--- src/rtl/song_sequencer_if.sv ---
// rtl/song_sequencer_if.sv - control, pattern and playback signals of the song sequencer
interface song_sequencer_if;
  logic        start;
  logic        pause;
  logic        stop;
  logic [19:0] sect_notes;
  logic [4:0]  step;
  logic [1:0]  sect_sel;
  logic [2:0]  arr_idx;
  logic        beat_tick;
  logic [4:0]  exp_notes;
  logic        playing;
  logic        song_done;

  modport master (
    output start, pause, stop, sect_notes,
    input  step, sect_sel, arr_idx, beat_tick, exp_notes, playing, song_done
  );

  modport slave (
    input  start, pause, stop, sect_notes,
    output step, sect_sel, arr_idx, beat_tick, exp_notes, playing, song_done
  );
endinterface

--- src/rtl/song_sequencer.sv ---
// rtl/song_sequencer.sv - eighth-note beat generator walking a section arrangement
// Optional eight-tick count-in before playback: SONG_SEQUENCER_COUNT_IN_EN
module song_sequencer #(
  parameter int          BEAT_DIV    = 12500000,
  parameter int          SECT_LEN    = 32,
  parameter int          ARR_LEN     = 8,
  parameter logic [15:0] ARRANGEMENT = 16'b00_10_11_10_01_10_01_00
) (
  input logic             clk,
  input logic             resetn,
  song_sequencer_if.slave bus
);
  localparam int              DIV_W    = $clog2(BEAT_DIV);
  localparam logic [DIV_W-1:0] DIV_MAX = DIV_W'(BEAT_DIV - 1);
  localparam logic [4:0]      STEP_MAX = 5'(SECT_LEN - 1);
  localparam logic [2:0]      ARR_MAX  = 3'(ARR_LEN - 1);

`ifdef SONG_SEQUENCER_COUNT_IN_EN
  typedef enum logic [2:0] {S_IDLE, S_COUNT_IN, S_PLAY, S_PAUSED, S_DONE} state_t;
  localparam state_t START_STATE = S_COUNT_IN;
`else
  typedef enum logic [2:0] {S_IDLE, S_PLAY, S_PAUSED, S_DONE} state_t;
  localparam state_t START_STATE = S_PLAY;
`endif

  state_t           state, state_next, resume_state;
  logic [DIV_W-1:0] div;
  logic [4:0]       step;
  logic [2:0]       arr_idx;
  logic [1:0]       sect_sel;
  logic [4:0]       exp_notes;
  logic             playing, song_done;
  logic             counting, next_counting, active, tick, last_beat, restart;

`ifdef SONG_SEQUENCER_COUNT_IN_EN
  logic resume_count;
  assign counting      = (state == S_COUNT_IN);
  assign next_counting = (state_next == S_COUNT_IN);
  assign resume_state  = resume_count ? S_COUNT_IN : S_PLAY;

  // Remember whether the pause interrupted an unfinished count-in
  always_ff @(posedge clk or negedge resetn) begin
    if (!resetn)
      resume_count <= 1'b0;
    else if (state_next == S_PAUSED && state != S_PAUSED)
      resume_count <= counting && !(tick && step == 5'd7);
  end
`else
  assign counting      = 1'b0;
  assign next_counting = 1'b0;
  assign resume_state  = S_PLAY;
`endif

  assign active    = (state == S_PLAY) || counting;
  assign tick      = active && (div == DIV_MAX);
  assign last_beat = tick && (state == S_PLAY) && (step == STEP_MAX) && (arr_idx == ARR_MAX);
  assign restart   = (state == S_IDLE || state == S_DONE) && (state_next == START_STATE);
  assign sect_sel  = ARRANGEMENT[2*arr_idx +: 2];

  always_ff @(posedge clk or negedge resetn) begin
    if (!resetn)
      state <= S_IDLE;
    else
      state <= state_next;
  end

  always_comb begin
    state_next = state;
    case (state)
      S_IDLE, S_DONE: if (bus.start && !bus.pause) state_next = START_STATE;
      S_PLAY: begin
        if (last_beat)      state_next = S_DONE;
        else if (bus.pause) state_next = S_PAUSED;
      end
`ifdef SONG_SEQUENCER_COUNT_IN_EN
      S_COUNT_IN: begin
        if (bus.pause)                   state_next = S_PAUSED;
        else if (tick && step == 5'd7)   state_next = S_PLAY;
      end
`endif
      S_PAUSED: if (bus.start && !bus.pause) state_next = resume_state;
      default: state_next = S_IDLE;
    endcase
    if (bus.stop) state_next = S_IDLE;
  end

  // Counters keep running through the cycle a pause arrives in; PAUSED freezes them
  always_ff @(posedge clk or negedge resetn) begin
    if (!resetn) begin
      div     <= '0;
      step    <= '0;
      arr_idx <= '0;
    end else if (state_next == S_IDLE || restart) begin
      div     <= '0;
      step    <= '0;
      arr_idx <= '0;
    end else if (active) begin
      if (!tick) begin
        div <= div + 1'b1;
      end else begin
        div <= '0;
        if (counting)
          step <= (step == 5'd7) ? 5'd0 : step + 1'b1;
        else if (step != STEP_MAX)
          step <= step + 1'b1;
        else if (arr_idx != ARR_MAX) begin
          step    <= '0;
          arr_idx <= arr_idx + 1'b1;
        end
      end
    end
  end

  always_ff @(posedge clk or negedge resetn) begin
    if (!resetn) begin
      exp_notes <= '0;
      playing   <= 1'b0;
      song_done <= 1'b0;
    end else begin
      exp_notes <= (state_next == S_PLAY) ? bus.sect_notes[5*sect_sel +: 5] : 5'd0;
      playing   <= (state_next == S_PLAY) || next_counting;
      song_done <= (state == S_PLAY) && (state_next == S_DONE);
    end
  end

  assign bus.step      = step;
  assign bus.sect_sel  = sect_sel;
  assign bus.arr_idx   = arr_idx;
  assign bus.beat_tick = tick;
  assign bus.exp_notes = exp_notes;
  assign bus.playing   = playing;
  assign bus.song_done = song_done;
endmodule

--- src/flat_wrapper.sv ---
// flat-port wrapper written by rule: the top's interface ports become plain ports
module song_sequencer_flat 
#(
  parameter int          BEAT_DIV    = 12500000,
  parameter int          SECT_LEN    = 32,
  parameter int          ARR_LEN     = 8,
  parameter logic [15:0] ARRANGEMENT = 16'b00_10_11_10_01_10_01_00
)
  (clk, resetn, bus_start, bus_pause, bus_stop, bus_sect_notes, bus_step, bus_sect_sel, bus_arr_idx, bus_beat_tick, bus_exp_notes, bus_playing, bus_song_done);
  song_sequencer_if bus_i ();
  input logic clk;
  input logic resetn;
  input wire logic [$bits(bus_i.start)-1:0] bus_start;
  input wire logic [$bits(bus_i.pause)-1:0] bus_pause;
  input wire logic [$bits(bus_i.stop)-1:0] bus_stop;
  input wire logic [$bits(bus_i.sect_notes)-1:0] bus_sect_notes;
  output wire logic [$bits(bus_i.step)-1:0] bus_step;
  output wire logic [$bits(bus_i.sect_sel)-1:0] bus_sect_sel;
  output wire logic [$bits(bus_i.arr_idx)-1:0] bus_arr_idx;
  output wire logic [$bits(bus_i.beat_tick)-1:0] bus_beat_tick;
  output wire logic [$bits(bus_i.exp_notes)-1:0] bus_exp_notes;
  output wire logic [$bits(bus_i.playing)-1:0] bus_playing;
  output wire logic [$bits(bus_i.song_done)-1:0] bus_song_done;
  assign bus_i.start = bus_start;
  assign bus_i.pause = bus_pause;
  assign bus_i.stop = bus_stop;
  assign bus_i.sect_notes = bus_sect_notes;
  assign bus_step = bus_i.step;
  assign bus_sect_sel = bus_i.sect_sel;
  assign bus_arr_idx = bus_i.arr_idx;
  assign bus_beat_tick = bus_i.beat_tick;
  assign bus_exp_notes = bus_i.exp_notes;
  assign bus_playing = bus_i.playing;
  assign bus_song_done = bus_i.song_done;
  song_sequencer #(.BEAT_DIV(BEAT_DIV), .SECT_LEN(SECT_LEN), .ARR_LEN(ARR_LEN), .ARRANGEMENT(ARRANGEMENT)) u_core (.clk(clk), .resetn(resetn), .bus(bus_i));
endmodule
--- config.mk ---
export PLATFORM = sky130hd
export DESIGN_NAME = song_sequencer_flat
export DESIGN_NICKNAME = d
export VERILOG_FILES = /design/src/rtl/song_sequencer_if.sv /design/src/rtl/song_sequencer.sv /design/src/flat_wrapper.sv
export SDC_FILE = /design/constraint.sdc
export NUM_CORES = 1
export LEC_CHECK = 0
export BUFFER_PORTS_ARGS = -buffer_cell sky130_fd_sc_hd__buf_2
export CORE_ASPECT_RATIO = 1.2
export CORE_MARGIN = 3
export CORE_UTILIZATION = 59
export CTS_CLUSTER_DIAMETER = 30
export DETAILED_ROUTE_END_ITERATION = 8
export PLACE_DENSITY = 0.84
export SYNTH_ARGS = -nofsm -noshare
export SYNTH_HDL_FRONTEND = slang
export SYNTH_SLANG_ARGS = --single-unit
export TNS_END_PERCENT = 20
--- constraint.sdc ---
create_clock -name clk -period 5.7 [get_ports clk]
set_clock_uncertainty 0.2 [all_clocks]
set_input_delay 1.14 -clock clk [delete_from_list [all_inputs] [get_ports clk]]
set_output_delay 1.14 -clock clk [all_outputs]
set_load 0.02 [all_outputs]
Word-level counts from Yosys, hierarchy flattened
Index checks and enable logic that the tools add are counted.
W data, S select, Z words.

word-level totals
  register bits = 42
  bits in latches = 0
  RAM bits = 0
  ROM bits = 0
  bits of input ports = 25
  output and inout bits = 18
  logic and storage cells = 62
  memories = 0

cells by class
  add/subtract/negate cells = 3
  multiply operators = 1
  div/mod/pow operators = 0
  magnitude comparators = 0
  equal/unequal tests = 11
  shifts and indexed selects = 2
  mux-type cells = 19
  bitwise logic cells = 0
  reduce and logical (&&, ||, !) cells = 19

operator list
  cell                       number
  $mux W24                   3
  $mux W5                    6
  $mux W3                    9
  $add A24 B1 Y24 const B    1
  $eq A24 B24 Y1 const B     1
  $shiftx A20 B6 Y5          1
  $shiftx A16 B5 Y2 const A  1
  $eq A3 B2 Y1 const B       3
  $logic_and A1 B1 Y1        7
  $eq A3 B1 Y1 const B       2
  $logic_not A3 Y1           2
  $pmux W3 S2                1
  $reduce_bool A2 Y1         3
  $add A5 B1 Y5 const B      1
  $eq A5 B5 Y1 const B       1
  $mul A3 B2 Y5 const A      1
  $ne A5 B5 Y1 const B       1
  $reduce_and A4 Y1          1
  $add A3 B1 Y3 const B      1
  $eq A3 B3 Y1 const B       1
  $ne A3 B3 Y1 const B       1
  $reduce_and A3 Y1          1
  $reduce_bool A3 Y1         1
  $reduce_or A3 Y1           1
  3 further kinds            4

Longest topological paths before layout
  word-level depth = 13
  mapped depth = 7
  mapped depth without buffers = 7

Worst setup path before layout
OpenSTA, ideal clock, no wires.

  kind = register to output
  from = register u_core.state[1]
  to = output port bus_beat_tick
  arrival = 1464 ps
  required time = 4360 ps
  path slack = 2896 ps
  stages on the path, launching flop included = 5
  path buffers = 1
  cells stage by stage = dfrtp_1 > buf_6 > nand4bb_1 > or4_1 > nor2_1

between the ends
  cells in the longest elaborated chain, start to end = 2

RTL lines
  what                    RTL line              source
  from (decl)             song_sequencer.sv:26  state_t state, state_next, resume_state;
  from (signal assigned)  song_sequencer.sv:64  state <= state_next;
  $eq A3 B1 Y1            song_sequencer.sv:54  assign active = (state == S_PLAY) || counting;
  $logic_and A1 B1 Y1     song_sequencer.sv:55  assign tick = active && (div == DIV_MAX);
  to (decl)               flat_wrapper.sv:20    output wire logic [$bits(bus_i.beat_tick)-1:0] bus_beat_tick;

Every way passes these cells.

Final worst setup path
  from = register u_core.div[0]
  to = output port bus_beat_tick

between the ends
  cells in the longest elaborated chain, start to end = 2

RTL lines
  what                    RTL line              source
  from (decl)             song_sequencer.sv:27  logic [DIV_W-1:0] div;
  from (signal assigned)  song_sequencer.sv:99  div <= div + 1'b1;
  $eq A24 B24 Y1          song_sequencer.sv:55
  $logic_and A1 B1 Y1     song_sequencer.sv:55

Every way passes these cells.

==> impl_metrics.csv <==
group,metric,value,unit
status,status,"finished clean",
setup_path,crit_family,"simple AND/OR/NAND/NOR gates",
cts,cts_buffers,5,
synthesis,synthArstFlopShare,100,%
route,ant_nets,0,
route,vias,1883,
finish,drive_gt1_share,22.2,%
power_and_ir_drop,irDropWorstVdd,156,uV
cts,clk_latency,0.30,ns
placed_design,port_buffers,42,
timing,setup_viol,0,
cts,htree_num_levels,2,
timing,slew_headroom,39.0,%
placed_design,gp_congestion,0.810,
synthesis,synth_edf_count,0,
synthesis,synth_warnings,0,
cts,clk_pin_slew,0.08,ns
die,initial_core_util,62.4,%
cts,cts_tree,"built",
route,drt_iter0_drc,86,
setup_path,arrival,2.19,ns
synthesis,synth_cell_type_count,45,
timing,tns,0,ns
route,routedWlPerCell,14.8,um
power_and_ir_drop,leakage,1.19,nW
finish,fin_nets,305,
timing,finalHoldViolCount,0,
synthesis,ys.flop_type,"dfrtp_1",
cts,cts_hold_buf,0,
timing,max_freq,0.283,GHz
global_routing,grt_pass1_wl,8160,um
global_routing,grt_use_total,22.5,%
setup_path,path_cells,"ha_1, nand4bb_1, or4_1, nor2_1, buf_2",
die,io_pins,43,
route,drc_errors,0,
synthesis,synth_area_per_cell,9.97,um^2
cts,clockBufferDepth,2,
timing,rsz0062_at_grt,"no",
die,dieArea,4690,um^2
synthesis,synth_area,2300,um^2
placed_design,dp_hpwl,3600,um
worst_hold_path,hold_class,"flop to flop",
global_routing,antenna_found_initial,0,
global_routing,grt_overflow_total,0,
setup_path,cp_max_fo,11,
die,row_count,24,
timing,worst_pin_slew,0.910,ns
die,die_y,74.4,um
synthesis,synth_cells,231,
power_and_ir_drop,p_total,557,uW
setup_path,worstPathRequired,4.36,ns
setup_path,slowest_stage,"or4_1",
global_routing,grt_start_max_net_pins,43,
cts,cts_resized,0,
timing,fin_hold_ws,0.329,ns
timing,drv_slew,0,
finish,n_antenna_cell,0,
timing,fin_crit,3.53,ns
synthesis,ys_seq_area_share,45.6,%
route,dr.pass1.iters,5,
synthesis,synth_seq_cells,42,
finish,syn2layout_area_growth,15.2,%
power_and_ir_drop,p_per_area,210,nW/um^2
global_routing,grt_pass1_vias,1890,
setup_path,start_kind,"flop",
cts,post_cts_buffers,0,
route,vias_per_cell,5.76,
setup_path,critPathCaptureType,"output pin",
setup_path,crit_type,"flop to output pin",
finish,post-route-util,71.8,%
die,die_x,63.0,um
cts,cts.sink_count,42,
cts,clock-root-buffer,"clkbuf_8",
setup_path,path_buf_inv,1,
route,finalWirelength,4850,um
timing,timing.final.crit_share,62.0,%
die,coreArea,3690,um^2
run,cap_violations,0,
setup_path,slowest_delay,0.52,ns
synthesis,syn-num-nets,262,
-- worst reg2reg max path, stage by stage, from the launching register on --
cell	delay, ns
dfrtp_1	0.40
ha_1	0.42
nand4bb_1	0.22
or4_4	0.57
or2_1	0.36
nand2b_1	0.60
nor2_1	0.14
-- synth_stat cells, types with 3 or more instances --
cell type  count  area share (%)
clkbuf_1       3            0.49
dfrtp_1       42              46
mux2i_1        3             1.3
inv_1          5            0.81
and3_1         6             1.6
nor3_1         3            0.65
ha_1           6             3.3
and2_1        11             3.0
nor2b_1        3            0.81
a21oi_1        7             1.5
nand3_1       17             3.7
nand2_1       12             2.0
nand4_1       14             3.8
mux4_2         5             4.9
xor2_1        19             7.2
nor4_1         3            0.81
o21ai_0        9             2.0
nor2_1        30             4.9
-- flip-flops by register name, indices dropped and copies added (netlist names) --
name                  flops
u_core.div               24
u_core.state              3
u_core.bus.playing        1
u_core.bus.exp_notes      5
u_core.bus.step           5
u_core.bus.arr_idx        3
u_core.bus.song_done      1
-- path summary, 6_finish.rpt --
kind / from / endpoint / slack [ns] / depth (start not counted)
worst max-delay path: u_core.div[0] / bus_beat_tick / 2.17 / 5
worst min-delay path: u_core.div[0] / u_core.div[0] / 0.33 / 1
worst max register to register: u_core.div[0] / u_core.div[20] / 2.66 / 6
worst min register to register: u_core.div[0] / u_core.div[0] / 0.33 / 1
max in group asynchronous: resetn / u_core.bus.exp_notes[3] / 3.99 / 1
min in group asynchronous: resetn / u_core.div[13] / 0.76 / 1
-- cells by family after synthesis --
logic type               count (synthesis)  synth area share (%)
flip-flops                              42                  45.6
multiplexers                             8                  6.19
adder cells (fa/ha/maj)                  6                  3.26
other                                    1                 0.163
AO/OA/AOI/OAI                           23                  5.59
buffers and inverters                   12                  2.66
AND/OR/NAND/NOR                        118                  28.5
XOR/XNOR                                21                  7.98
-- through the flow --
step	std cells	worst slack [ns]	cell area, um^2
after floorplan	231	2.90	2300
after CTS	327	2.14	2650
final	327	2.17	2650
after global placement	319	2.50	2540
after global routing	327	2.04	2650
after detailed placement	319	2.47	2540
-- power by group --
group | leakage, nW | switching [mW] | internal (mW) | total (mW)
combinational | 0.553 | 0.0130 | 0.0107 | 0.0237
clock | 0.0504 | 0.103 | 0.130 | 0.233
sequential | 0.583 | 0.00101 | 0.299 | 0.300
total | 1.19 | 0.117 | 0.440 | 0.557
-- area by class of cell --
| cell class | instances | area (um^2) |
|---|---|---|
| multi-input combinational | 177 | 1190 |
| fill | 287 | 1040 |
| tap | 52 | 65.1 |
| timing repair buffer | 42 | 210 |
| inverter | 6 | 22.5 |
| sequential | 42 | 1050 |
| clock buffer | 5 | 68.8 |
| clock inverter | 3 | 45.0 |
-- cells in the final DEF (no fill, tap or decap), types with 2 or more instances in the layout --
cell type,instances
buf_2,42
dfrtp_1,42
nor2_1,30
xor2_1,19
nand3_1,17
nand4_1,14
nand2_1,12
and2_1,11
o21ai_0,9
a21oi_1,7
and3_1,6
ha_1,6
inv_1,5
mux4_2,5
clkbuf_8,5
mux2i_1,3
nor4_1,3
nor2b_1,3
nor3_1,3
or2_2,2
and2_0,2
a31oi_1,2
nand3b_1,2
xnor2_1,2
clkinvlp_4,2
-- layer usage --
layer	vias to the layer above	share of wire, %	global-route usage, %
li1	902	-	-
met1	936	40	25.1
met2	37	55	40.7
met3	8	2.8	3.32
met4	0	1.8	14.5
met5	-	0	0
Power figures use the tool's default switching activity.
